### config.mk
export PLATFORM = sky130hd
export DESIGN_NAME = friscv_pmp_csr
export DESIGN_NICKNAME = d
export VERILOG_FILES = /design/src/rtl/friscv_pmp_csr.sv
export SDC_FILE = /design/constraint.sdc
export NUM_CORES = 1
export LEC_CHECK = 0
export CAP_MARGIN = 20
export CORE_ASPECT_RATIO = 0.9
export CORE_MARGIN = 2
export CORE_UTILIZATION = 50
export CTS_CLUSTER_DIAMETER = 60
export CTS_CLUSTER_SIZE = 8
export DETAILED_ROUTE_END_ITERATION = 16
export PLACE_DENSITY = 0.8
export REMOVE_ABC_BUFFERS = 1
export SLEW_MARGIN = 20
export SYNTH_ARGS = -nofsm -noshare
export SYNTH_HDL_FRONTEND = slang
export SYNTH_SLANG_ARGS = --single-unit
### constraint.sdc
create_clock -name aclk -period 3.4 [get_ports aclk]
set_input_delay 1.02 -clock aclk [delete_from_list [all_inputs] [get_ports aclk]]
set_output_delay 1.02 -clock aclk [all_outputs]
set_load 0.05 [all_outputs]
### src/rtl/friscv_pmp_csr.sv
// PMP CSR register file: serves pmpcfg/pmpaddr read-modify-write requests,
// applies WARL and lock rules, and exposes the flattened state to the MPU.
module friscv_pmp_csr #(
  parameter int XLEN       = 32,
  parameter int NB_ENTRIES = 4
) (
  input  logic                       aclk,
  input  logic                       srst,
  input  logic                       csr_valid,
  output logic                       csr_ready,
  input  logic [2:0]                 csr_funct3,
  input  logic [11:0]                csr_addr,
  input  logic [XLEN-1:0]            csr_wdata,
  output logic                       csr_rvalid,
  output logic [XLEN-1:0]            csr_rdata,
  output logic                       csr_err,
  output logic [8*NB_ENTRIES-1:0]    pmpcfg_o,
  output logic [XLEN*NB_ENTRIES-1:0] pmpaddr_o
);

  typedef enum logic [1:0] {IDLE, MODIFY, RESP} state_t;

  state_t          r_state;
  logic            r_ready;
  logic            r_rvalid;
  logic [XLEN-1:0] r_rdata;
  logic            r_err;
  logic [2:0]      r_funct3;
  logic [11:0]     r_csrAddr;
  logic [XLEN-1:0] r_wdata;
  logic [7:0]      r_cfg  [NB_ENTRIES];
  logic [XLEN-1:0] r_addr [NB_ENTRIES];

  logic                  w_inMap;
  logic                  w_isCfg;
  logic                  w_isAddr;
  logic [XLEN-1:0]       w_oldVal;
  logic [XLEN-1:0]       w_newVal;
  logic                  w_doWrite;
  logic [NB_ENTRIES-1:0] w_torLock;

  // R=0 with W=1 is a reserved combination, so W is dropped; bits 6:5 are reserved.
  function automatic logic [7:0] warlCfg(input logic [7:0] b);
    return {b[7], 2'b00, b[4:3], b[2], b[1] & b[0], b[0]};
  endfunction

  assign w_inMap  = (r_csrAddr[11:5] == 7'h1D);
  assign w_isCfg  = (r_csrAddr[11:4] == 8'h3A) && (r_csrAddr[3:2] == 2'b00);
  assign w_isAddr = (r_csrAddr[11:4] == 8'h3B);

  always_comb begin
    w_oldVal = '0;
    for (int i = 0; i < NB_ENTRIES; i++) begin
      if (w_isCfg && (r_csrAddr[1:0] == 2'(i / 4)))
        w_oldVal[8*(i%4) +: 8] = r_cfg[i];
      if (w_isAddr && (r_csrAddr[3:0] == 4'(i)))
        w_oldVal = r_addr[i];
    end
  end

  // RS/RC with a zero operand are pure reads and must not touch state.
  always_comb begin
    w_newVal  = w_oldVal;
    w_doWrite = 1'b0;
    casez (r_funct3)
      3'b?01: begin
        w_newVal  = r_wdata;
        w_doWrite = w_inMap;
      end
      3'b?10: begin
        w_newVal  = w_oldVal | r_wdata;
        w_doWrite = w_inMap && (r_wdata != '0);
      end
      3'b?11: begin
        w_newVal  = w_oldVal & ~r_wdata;
        w_doWrite = w_inMap && (r_wdata != '0);
      end
      default: begin
        w_newVal  = w_oldVal;
        w_doWrite = 1'b0;
      end
    endcase
  end

  for (genvar g = 0; g < NB_ENTRIES; g++) begin : gEntry
    if (g + 1 < NB_ENTRIES) begin : gTor
      assign w_torLock[g] = r_cfg[g+1][7] && (r_cfg[g+1][4:3] == 2'b01);
    end else begin : gLast
      assign w_torLock[g] = 1'b0;
    end
    assign pmpcfg_o[8*g +: 8]        = r_cfg[g];
    assign pmpaddr_o[XLEN*g +: XLEN] = r_addr[g];
  end

  always_ff @(posedge aclk) begin
    if (srst) begin
      r_state   <= IDLE;
      r_ready   <= 1'b1;
      r_rvalid  <= 1'b0;
      r_rdata   <= '0;
      r_err     <= 1'b0;
      r_funct3  <= '0;
      r_csrAddr <= '0;
      r_wdata   <= '0;
      for (int i = 0; i < NB_ENTRIES; i++) begin
        r_cfg[i]  <= '0;
        r_addr[i] <= '0;
      end
    end else begin
      case (r_state)
        IDLE: begin
          r_rvalid <= 1'b0;
          if (csr_valid) begin
            r_funct3  <= csr_funct3;
            r_csrAddr <= csr_addr;
            r_wdata   <= csr_wdata;
            r_ready   <= 1'b0;
            r_state   <= MODIFY;
          end
        end
        MODIFY: begin
          // Lock checks read the pre-write cfg values, so setting L still lands.
          for (int i = 0; i < NB_ENTRIES; i++) begin
            if (w_doWrite && w_isCfg && (r_csrAddr[1:0] == 2'(i / 4)) && !r_cfg[i][7])
              r_cfg[i] <= warlCfg(w_newVal[8*(i%4) +: 8]);
            if (w_doWrite && w_isAddr && (r_csrAddr[3:0] == 4'(i)) &&
                !r_cfg[i][7] && !w_torLock[i])
              r_addr[i] <= w_newVal;
          end
          r_rdata  <= w_oldVal;
          r_err    <= !w_inMap;
          r_rvalid <= 1'b1;
          r_state  <= RESP;
        end
        RESP: begin
          r_rvalid <= 1'b0;
          r_ready  <= 1'b1;
          r_state  <= IDLE;
        end
        default: begin
          r_rvalid <= 1'b0;
          r_ready  <= 1'b1;
          r_state  <= IDLE;
        end
      endcase
    end
  end

  assign csr_ready  = r_ready;
  assign csr_rvalid = r_rvalid;
  assign csr_rdata  = r_rdata;
  assign csr_err    = r_err;

endmodule

=== After elaboration in Yosys (flattened, before gate mapping) ===
Memories as Yosys holds them, arrays and structs flattened.
Cells that the tools add are included.

* Word-level logic and storage cells: 141
* Memories kept: 2
* RAM bits: 152
* Input bits: 50
* Register bits after elaboration: 83

* Muxes and demuxes: 57
* Reductions and logical operators: 44
* Bitwise gates (word level): 16
* Equality and inequality tests: 14

{| class="wikitable"
|+ Memory list
! name !! depth !! width !! rd ports !! clocked after memory_dff !! wr ports !! RTL line !! source
|-
| r_addr || 4 || 32 || 4 || 0 || 4 || 32 || <nowiki>logic [XLEN-1:0] r_addr [NB_ENTRIES];</nowiki>
|-
| r_cfg || 4 || 6 || 4 || 0 || 4 || 31 || <nowiki>logic [7:0] r_cfg [NB_ENTRIES];</nowiki>
|}

{| class="wikitable"
|+ Operators by type and width
! cell !! number
|-
| 32-bit 2-to-1 mux || 8
|-
| 32-bit one-hot mux with 3 select lines || 1
|-
| 1-bit 2-to-1 mux || 36
|-
| 32-bit AND || 1
|-
| 8-bit 2-to-1 mux || 4
|-
| 32-bit inverter || 1
|-
| 32-bit bitwise OR || 1
|-
| 32-bit nonzero test || 1
|-
| 1-bit logical AND || 28
|-
| 6-bit 2-to-1 mux || 4
|-
| 8-bit by 6-bit equality test with 1-bit output, second input constant || 2
|-
| 2-bit by 1-bit equality test with 1-bit output, second input constant || 5
|-
| 4-bit by 2-bit equality test with 1-bit output, second input constant || 2
|-
| 1-bit zero test || 8
|-
| 1-bit bitwise OR || 8
|-
| 7-bit by 5-bit equality test with 1-bit output, second input constant || 1
|-
| 2-bit zero test || 3
|-
| 1-bit AND || 4
|-
| 2-bit equality test, second input constant || 2
|-
| 4-bit by 1-bit equality test with 1-bit output, second input constant || 1
|-
| 4-bit zero test || 1
|-
| 1-bit one-hot mux with 2 select lines || 2
|-
| 2-bit one-hot mux with 2 select lines || 1
|-
| 2-bit AND reduction || 2
|-
| other kinds (4) || 4
|}

=== Depth between registers and ports, before layout ===
* Word-level depth: 15
* Gate-level depth with buffers: 9
* Depth with buffers taken out: 6

=== Worst setup path after synthesis ===
No wires, ideal clock.

* Path kind: register to register
* Start: reg r_csrAddr[10]
* End: mem r_addr[1][0], enable pin
* Stages on the path, launching flop included: 6
* Data required time: 3.012 ns
* Data arrival time: 2.335 ns
* Slack: 0.677 ns
* Clock period less this slack: 2.723 ns
* Path buffers: 1
* Library setup time: 0.388 ns
* Path through: dfxtp_1 > and4bb_2 > nand2_1 > clkbuf_1 > nor4_1 > a21o_1

{| class="wikitable"
|+ RTL lines
! what !! RTL line !! source
|-
| start, declared || 29 || <nowiki>logic [11:0] r_csrAddr;</nowiki>
|-
| start signal, assigned || 115 || <nowiki>r_csrAddr <= csr_addr;</nowiki>
|-
| end, declared || 32 ||
|}

==> results.md <==
* I/O pin total at 245
* CTS sink cnt at 235
* Core area at 20,800 µm²
* Ys flop type: edfxtp_1
* Max Clock Freq at 328 MHz
* Reg clk slew, reported paths at 50 ps
* Postcts setup bufs at 0
* Fin. max-slew vios at 0
* Max_cap viols at 0
* H-tree lvl count at 2
* Fillers at 1,561
* Top post-synthesis cells by count: nor2_1, edfxtp_1, nand2_1
* Initial detailed-routing violation count at 1,232
* GRT overflow at 0
* Avg Inst Size Synth at 9.79 µm²
* Cell variety after synth at 73
* Design Area, Final at 14,400 µm²
* Setup Viol. Count Final at 0
* Root Buffer: clkbuf_16
* Run status: complete, no violations
* P&R area growth vs syn at 36.5%
* Routed Antenna Nets at 0
* Final Routed Wirelength at 39.0 mm
* Diode count at 0
* Initial antenna violation count at 1
* Simple-gate portion of the synthesized area at 19.8%
* Post-Synth Adder-Cell Area at 0%
* Worst Setup End Kind: flop
* Area leader, netlist: edfxtp_1
* Nets@finish at 1,378
* Mapped Area at 10,600 µm²
* Share of the synthesized area in the top cell type at 43.1%
* Overall power at 7450 µW
* Post-CTS Resized at 0
* Compound-Gate Fraction of Synth Area at 15.7%
* Slew headroom at 21.6%
* Area of the multi-input gates at 4010 µm²
* Post-synthesis mux area share at 1.62%
* Die width at 157 µm
* HP Class: flop to flop
* Worst path required time at 3640 ps
* Starting Density at 50.9%
* Static leakage at 0.00491 µW
* Die area at 22,300 µm²
* Syn Inst Count at 1,081
* Post-synthesis xor/xnor area fraction at 0.166%
* Ys Warns at 0
* Die Y at 142 µm
* Global-route wire length before repair at 57.2 mm
* Max VDD drop at 0.295 mV
* Post-route setup TNS at 0 ps
* Wire length per cell at 23.8 µm
* Dpl hpwl at 26.3 mm
* Startpoint Class: flop
* Period minus WS final at 3050 ps
* Main combinational cell family by area after synthesis: simple AND/OR/NAND/NOR gates
* Post-route DRC at 0
* Worst-path maximum fanout at 12
* CTS Buf Count at 35
* Post-synth EDFFs at 152
* Ys async rst share at 0%
* WS Path Type: flop to flop
* Worst-Skew Late Latency at 510 ps
* Crit path DAT at 3290 ps
* Post-synthesis sequential area ratio at 58.8%
* Vias at 10,175
* Worst-Margin Slew at 1170 ps
* Maximum number of pins on one net before global-route repair at 56
* Max clock buf depth at 3
* PwrDens at 516 nW/µm²
* Yosys reg bits at 235
* Area occupied by registers at 6230 µm²
* Routability cong. at 0.928
* Count leader, synth: nor2_1
* Final Cycle Share at 89.7%
* Total GRT Usage at 34.5%
* Post-DP Area at 13,400 µm²
* Router iterations before antenna repair at 6
* Vias in the first global route at 9,887
* Share of layout cells above drive strength 1 at 9.23%
* Row cnt at 50
* TritonCTS clock tree: done
* PortBufs at 235
* Top post-synthesis cells by area: edfxtp_1, dfxtp_1, nor2_1
* Vias per cell at 6.20
* Final-report hold violation count at 0
* Worst Skew at 17.5 ps
* CTS Hold Bufs at 0
* RSZ-0062 raised after global routing: no
[registers in the layout, summed over array words and instances, names as in the netlist]
name        cells
csr_rdata      32
r_cfg          24
r_state         2
csr_err         1
csr_rvalid      1
r_funct3        2
r_csrAddr      12
csr_ready       1
r_addr        128
r_wdata        32
[worst paths after layout]
check	from	to	slack, ps	depth (start not counted)
hold / removal	csr_rdata[3]$_SDFFE_PP0P_	csr_rdata[3]$_SDFFE_PP0P_	450	2
hold reg to reg	csr_rdata[3]$_SDFFE_PP0P_	csr_rdata[3]$_SDFFE_PP0P_	450	2
setup / recovery	r_wdata[31]$_SDFFE_PP0P_	r_addr[2][14]$_SDFFCE_PN0P_	350	7
setup reg to reg	r_wdata[31]$_SDFFE_PP0P_	r_addr[2][14]$_SDFFCE_PN0P_	350	7
[through the flow]
stage,util [%],cells,setup slack [ps],hold slack [ps]
after floorplan,-,1001,-685,434
after global placement,64.6,1577,376,441
after detailed placement,64.6,1577,322,444
after CTS,69.5,1641,472,453
after global routing,69.5,1641,298,467
final,69.5,1641,351,451
[kinds of logic (layout without fill, tap and decap cells)]
| group | Yosys count | after routing |
|---|---|---|
| multiplexers | 14 | 14 |
| AO/OA/AOI/OAI | 268 | 268 |
| XOR/XNOR | 2 | 2 |
| buffers and inverters | 94 | 361 |
| other | 1 | 8 |
| AND/OR/NAND/NOR | 467 | 467 |
| flip-flops | 235 | 235 |
[cell usage in the layout (no fill, tap or decap), types with 13 or more instances in the layout]
master	count
nand3_1	16
clkbuf_1	25
nor2_1	212
nor3_1	26
a22oi_1	26
o21ai_0	61
clkbuf_16	36
a21oi_1	98
a2bb2oi_1	13
edfxtp_1	152
nor4_1	14
buf_4	53
dfxtp_1	82
nand2_1	142
clkdlybuf4s50_1	234
[final cells by class]
| cell class | instances | share of cell area [%] |
|---|---|---|
| flip-flops and latches | 235 | 43.1 |
| multi-input cells | 759 | 27.7 |
| repair buffers | 290 | 19.4 |
| inverters | 7 | 0.182 |
| clock inverters | 3 | 0.217 |
| well taps | 286 | 2.48 |
| clock buffers | 61 | 6.89 |
[power breakdown]
part	total, µW	internal [µW]	switching, µW
combinational	967	303	664
clock	3230	1980	1250
sequential	3250	3140	109
total	7450	5430	2020
[critical path: stages (launching register included)]
cell     delay, ps
dfxtp_1        380
nor4_1         750
nand4_1        180
nor4_1         410
nor2_1         200
nand3_1        450
buf_4          340
nor2_1          70
[metal layers]
layer	vias to the layer above	global-route usage (%)	share of wire [%]
met5	-	0	0.049
met1	4797	45.7	36
met2	851	52.8	44
met4	2	15.1	4.1
li1	4379	-	-
met3	146	10.3	15
No activity file was read; power rests on OpenSTA's default activity.
